File: config.mk
export PLATFORM = sky130hd
export DESIGN_NAME = inst_loader
export DESIGN_NICKNAME = d
export VERILOG_FILES = /design/src/rtl/inst_loader.sv
export SDC_FILE = /design/constraint.sdc
export NUM_CORES = 1
export LEC_CHECK = 0
export ABC_AREA = 1
export CORE_MARGIN = 5
export CORE_UTILIZATION = 55
export CTS_CLUSTER_SIZE = 25
export DETAILED_ROUTE_END_ITERATION = 8
export GPL_ROUTABILITY_DRIVEN = 0
export PLACE_DENSITY = 0.8
export SKIP_LAST_GASP = 1
export SLEW_MARGIN = 20
export SYNTH_ARGS = -nofsm -noshare
export SYNTH_HDL_FRONTEND = slang
export SYNTH_SLANG_ARGS = --single-unit
export TNS_END_PERCENT = 5
File: constraint.sdc
create_clock -name clk -period 4.1 [get_ports clk]
set_input_delay 0.615 -clock clk [delete_from_list [all_inputs] [get_ports clk]]
set_output_delay 0.615 -clock clk [all_outputs]
set_load 0.02 [all_outputs]
File: src/rtl/inst_loader.sv
// inst_loader: fills instruction memory from a counted big-endian byte stream and releases the core via lock
module inst_loader #(
    parameter int INST_DEPTH = 64,
    parameter int ADDR_W     = 6
) (
    input  logic              clk,
    input  logic              rst,
    input  logic              byte_valid,
    input  logic [7:0]        byte_data,
    output logic              byte_ready,
    input  logic              reload,
    output logic              imem_we,
    output logic [ADDR_W-1:0] imem_addr,
    output logic [31:0]       imem_wdata,
    output logic              lock,
    output logic              overflow
);
    typedef enum logic [2:0] {CNT_HI, CNT_LO, DATA, WRITE, DONE} state_t;
    localparam logic [15:0] DEPTH = 16'(INST_DEPTH);
    state_t      r_state;
    logic [15:0] r_count;
    logic [15:0] r_widx;
    logic [1:0]  r_bidx;
    logic [23:0] r_asm;
    logic        w_xfer;
    logic [15:0] w_widx_nxt;
    logic        w_in_range;
    always_comb begin
        byte_ready = !rst && (r_state == CNT_HI || r_state == CNT_LO || r_state == DATA);
        w_xfer     = byte_valid && byte_ready;
        w_widx_nxt = r_widx + 16'd1;
        w_in_range = r_widx < DEPTH;
    end
    always_ff @(posedge clk or posedge rst) begin
        if (rst) begin
            r_state    <= CNT_HI;
            r_count    <= '0;
            r_widx     <= '0;
            r_bidx     <= '0;
            r_asm      <= '0;
            imem_we    <= 1'b0;
            imem_addr  <= '0;
            imem_wdata <= '0;
            lock       <= 1'b0;
            overflow   <= 1'b0;
        end else begin
            case (r_state)
                CNT_HI: if (w_xfer) begin
                    r_count[15:8] <= byte_data;
                    r_state       <= CNT_LO;
                end
                CNT_LO: if (w_xfer) begin
                    r_count[7:0] <= byte_data;
                    r_widx       <= '0;
                    r_bidx       <= '0;
                    // an empty image releases the core immediately
                    r_state      <= ({r_count[15:8], byte_data} == 16'd0) ? DONE : DATA;
                    lock         <= ({r_count[15:8], byte_data} == 16'd0);
                end
                DATA: if (w_xfer) begin
                    r_asm  <= {r_asm[15:0], byte_data};
                    r_bidx <= r_bidx + 2'd1;
                    if (r_bidx == 2'd3) begin
                        imem_wdata <= {r_asm, byte_data};
                        imem_addr  <= r_widx[ADDR_W-1:0];
                        imem_we    <= w_in_range;
                        overflow   <= overflow | !w_in_range;
                        r_state    <= WRITE;
                    end
                end
                WRITE: begin
                    imem_we <= 1'b0;
                    r_widx  <= w_widx_nxt;
                    r_state <= (w_widx_nxt == r_count) ? DONE : DATA;
                    lock    <= (w_widx_nxt == r_count);
                end
                DONE: if (reload) begin
                    lock     <= 1'b0;
                    overflow <= 1'b0;
                    r_state  <= CNT_HI;
                end
                default: r_state <= CNT_HI;
            endcase
        end
    end
endmodule

==> results_dict.tcl <==
set metrics [dict create \
    hpwlAfterDp_um 8010 \
    num_antenna_cells 0 \
    h_tree_levels 3 \
    1st_pass_router_iterations 5 \
    power.static_leakage_nw 2.67 \
    finalMaxSlewViolations 0 \
    finalCritPeriodShare_pct 60.3 \
    power_per_standard_cell_area_nw_per_um2 632 \
    nature_of_the_critical_path_startpoint "input port" \
    synth_enable_flop_cells 0 \
    post-synth-top-area-fraction_pct 53.8 \
    detail_route.wirelength_um 11100 \
    place.port_buffers 53 \
    final_hold_viols 0 \
    grt_setup_unrepaired "false" \
    clk-insertion-delay-late_ns 0.37 \
    comb_power_share_pct 35.5 \
    floorplan.core_area_sq_um 8300 \
    worst_hold_path_cells 2 \
    utilization_pct 67.2 \
    number_of_vias_in_the_routed_layout 4140 \
    finalNetCount 652 \
    peakVddDrop_mv 0.306 \
    die_x_um 103 \
    syn_nets 600 \
    critical-path-top-cell-by-count "sky130_fd_sc_hd__clkdlybuf4s50_1" \
    antenna_found_initial 0 \
    crit_path_top_delay_cell "sky130_fd_sc_hd__clkdlybuf4s50_1" \
    worst_r2r_path_depth 6 \
    maximum_number_of_pins_on_one_net_before_global_route_repair 70 \
    start_util_pct 57.2 \
    synthesis.instances 586 \
    dr.first_iter.drc_count 339 \
    power_frac_clock_pct 19.7 \
    worst_clock_skew_ns 0.0112 \
    power.share.switching_pct 40.5 \
    pin_count 54 \
    timing.critical_path.to_type "output pin" \
    first_global_vias 3976 \
    synth.avg_cell_area_sq_um 8.10 \
    fin_tns_setup_ns 0 \
    worst_slew_margin_rel_pct 31.0 \
    route.detailed.drc 0 \
    timing_worst_setup_path_type "input port to output pin" \
    yosysSeqAreaShare_pct 53.8 \
    routed_via_density 5.53 \
    numClockSinks 102 \
    critical_path_required_ns 3.48 \
    timing.hold.worst.class "flip-flop to flip-flop" \
    worstMarginPinSlew_ns 1.03 \
    layout_cell_share_with_drive_strength_beyond_1_pct 5.44 \
    mappedNetlistArea_sq_um 4740 \
    cts-resized-gates 0 \
    syn2layout_area_growth_pct 17.6 \
    synthTopCellsByArea "sky130_fd_sc_hd__dfrtp_1 (54%), sky130_fd_sc_hd__nand2_1 (15%), sky130_fd_sc_hd__o21ai_0 (8.8%)" \
    commonest_cells_after_routing_fill_and_taps_aside "sky130_fd_sc_hd__nand2_1 (189), sky130_fd_sc_hd__dfrtp_1 (102), sky130_fd_sc_hd__o21ai_0 (83)" \
    max_cap_viol_count 0 \
    critical_path.max_fanout 2 \
    setup-violations-final 0 \
    yosysTopAreaCell "sky130_fd_sc_hd__dfrtp_1" \
    global_route.usage.total_pct 22.8 \
    rows 33 \
    internal_power_mw 2.10 \
    cts.repair_timing.setup_buffer_count 0 \
    total_power_mw 3.53 \
    crit_chain "clkdlybuf4s50_1 -> nor2_2 -> clkdlybuf4s50_1" \
    slowest_delay_ns 0.61 \
    die_area_sq_um 10600 \
    cts_tree "built" \
    run_status "completed" \
    cp_data_arrival_time_ns 1.86 \
    grt_overflow_total 0 \
    dieHeight_um 103 \
    synth.distinct_cells 28 \
    most_frequent_standard_cell_in_the_layout_excluding_fill_and_tap_cells "sky130_fd_sc_hd__nand2_1" \
    yosysWarningCount 0 \
    synth_top_flop_cell "sky130_fd_sc_hd__dfrtp_1" \
    clock_pin_slew_on_the_worst_setup_and_hold_paths_ns 0.10 \
    cts_buffers 9 \
    final.min_clock_period_ns 2.47 \
    power.net_switching_mw 1.43 \
    synthArstFlopShare_pct 100 \
    clockBufferDepth 2 \
    postSynthRegisterBits 102 \
    highest_attainable_clock_frequency_mhz 405 \
    route.antenna.remaining_nets 0 \
    seq_power_share_pct 44.9 \
    hold_buffer_count_at_cts 0 \
    clk_root_buffer_cell "sky130_fd_sc_hd__clkbuf_8" \
    wire_per_inst_um 14.9 \
    global_route_wire_length_before_repair_um 19000 \
]
[registers in the layout, summed over array words and instances, names as in the netlist]
name,cells
imem_wdata,32
r_asm,24
r_count,16
r_widx,16
imem_addr,6
r_state,3
r_bidx,2
imem_we,1
lock,1
overflow,1
[per-stage QoR]
step	worst slack, ns	instance area [sq um]	instances	hold slack [ns]
floorplan	0.810	4740	586	0.449
global placement	1.53	5350	732	0.459
detailed placement	1.43	5350	732	0.462
CTS	1.62	5580	748	0.488
global route	1.50	5580	748	0.524
finish	1.63	5580	748	0.481
[path summary, 6_finish.rpt]
kind | start | slack (ns) | endpoint
setup reg to reg | r_state[0]$_DFFE_PP0P_ | 1.65 | lock$_DFFE_PP0P_
setup / recovery | rst | 1.63 | byte_ready
hold reg to reg | imem_wdata[27]$_DFFE_PP0P_ | 0.48 | imem_wdata[27]$_DFFE_PP0P_
hold / removal | imem_wdata[27]$_DFFE_PP0P_ | 0.48 | imem_wdata[27]$_DFFE_PP0P_
max in group asynchronous | rst | 2.53 | imem_wdata[10]$_DFFE_PP0P_
min in group asynchronous | rst | 0.80 | r_state[0]$_DFFE_PP0P_
[layer usage]
metal	part of all wire (%)	global-route usage, %	routed length [um]
met5	0	0	0
met4	1.7	7.67	185
met3	5.7	2.84	633
met2	48	37.0	5380
met1	44	32.0	4940
[area by class of cell]
class                   count  area [sq um]
multi-input cells         400          1860
clock buffers              10           138
fillers                   684          2720
inverters                  69           262
well taps                 105           131
repair buffers             56           553
clock inverters             6          86.3
flip-flops and latches    102          2550
[synth_stat cells, types with 3 or more instances]
| cell | instances |
|---|---|
| sky130_fd_sc_hd__a21oi_1 | 5 |
| sky130_fd_sc_hd__buf_2 | 5 |
| sky130_fd_sc_hd__clkbuf_1 | 8 |
| sky130_fd_sc_hd__dfrtp_1 | 102 |
| sky130_fd_sc_hd__inv_1 | 65 |
| sky130_fd_sc_hd__nand2_1 | 189 |
| sky130_fd_sc_hd__nand2_2 | 4 |
| sky130_fd_sc_hd__nand3_1 | 36 |
| sky130_fd_sc_hd__nand3b_1 | 4 |
| sky130_fd_sc_hd__nand4_1 | 13 |
| sky130_fd_sc_hd__nor2_1 | 30 |
| sky130_fd_sc_hd__nor2_2 | 6 |
| sky130_fd_sc_hd__nor3_1 | 3 |
| sky130_fd_sc_hd__nor4_1 | 3 |
| sky130_fd_sc_hd__o21ai_0 | 83 |
| sky130_fd_sc_hd__o21ai_1 | 5 |
| sky130_fd_sc_hd__o22ai_1 | 9 |
[power by group through the flow]
stage | clock network (mW) | logic, mW | registers (mW)
floorplan | 0 | 0.851 | 1.57
global placement | 0 | 1.19 | 1.58
detailed placement | 0 | 1.24 | 1.59
CTS | 0.700 | 1.24 | 1.57
global route | 0.748 | 1.43 | 1.63
finish | 0.694 | 1.25 | 1.58
[kinds of logic (layout without fill, tap and decap cells)]
| group | after synthesis | count (layout) | synth area share [%] |
|---|---|---|---|
| simple gates | 291 | 291 | 26.4 |
| flops | 102 | 102 | 53.8 |
| fa+ha+maj | 2 | 2 | 0.527 |
| buf+inv | 84 | 141 | 7.09 |
| xor+xnor | 3 | 3 | 0.844 |
| compound gates | 104 | 104 | 11.3 |
[critical path, delay by kind of cell]
kind / cells / cell delay (ns)
AND/OR/NAND/NOR: 1 / 0.16
buffers and inverters: 2 / 1.08
No activity file was read; power rests on OpenSTA's default activity.
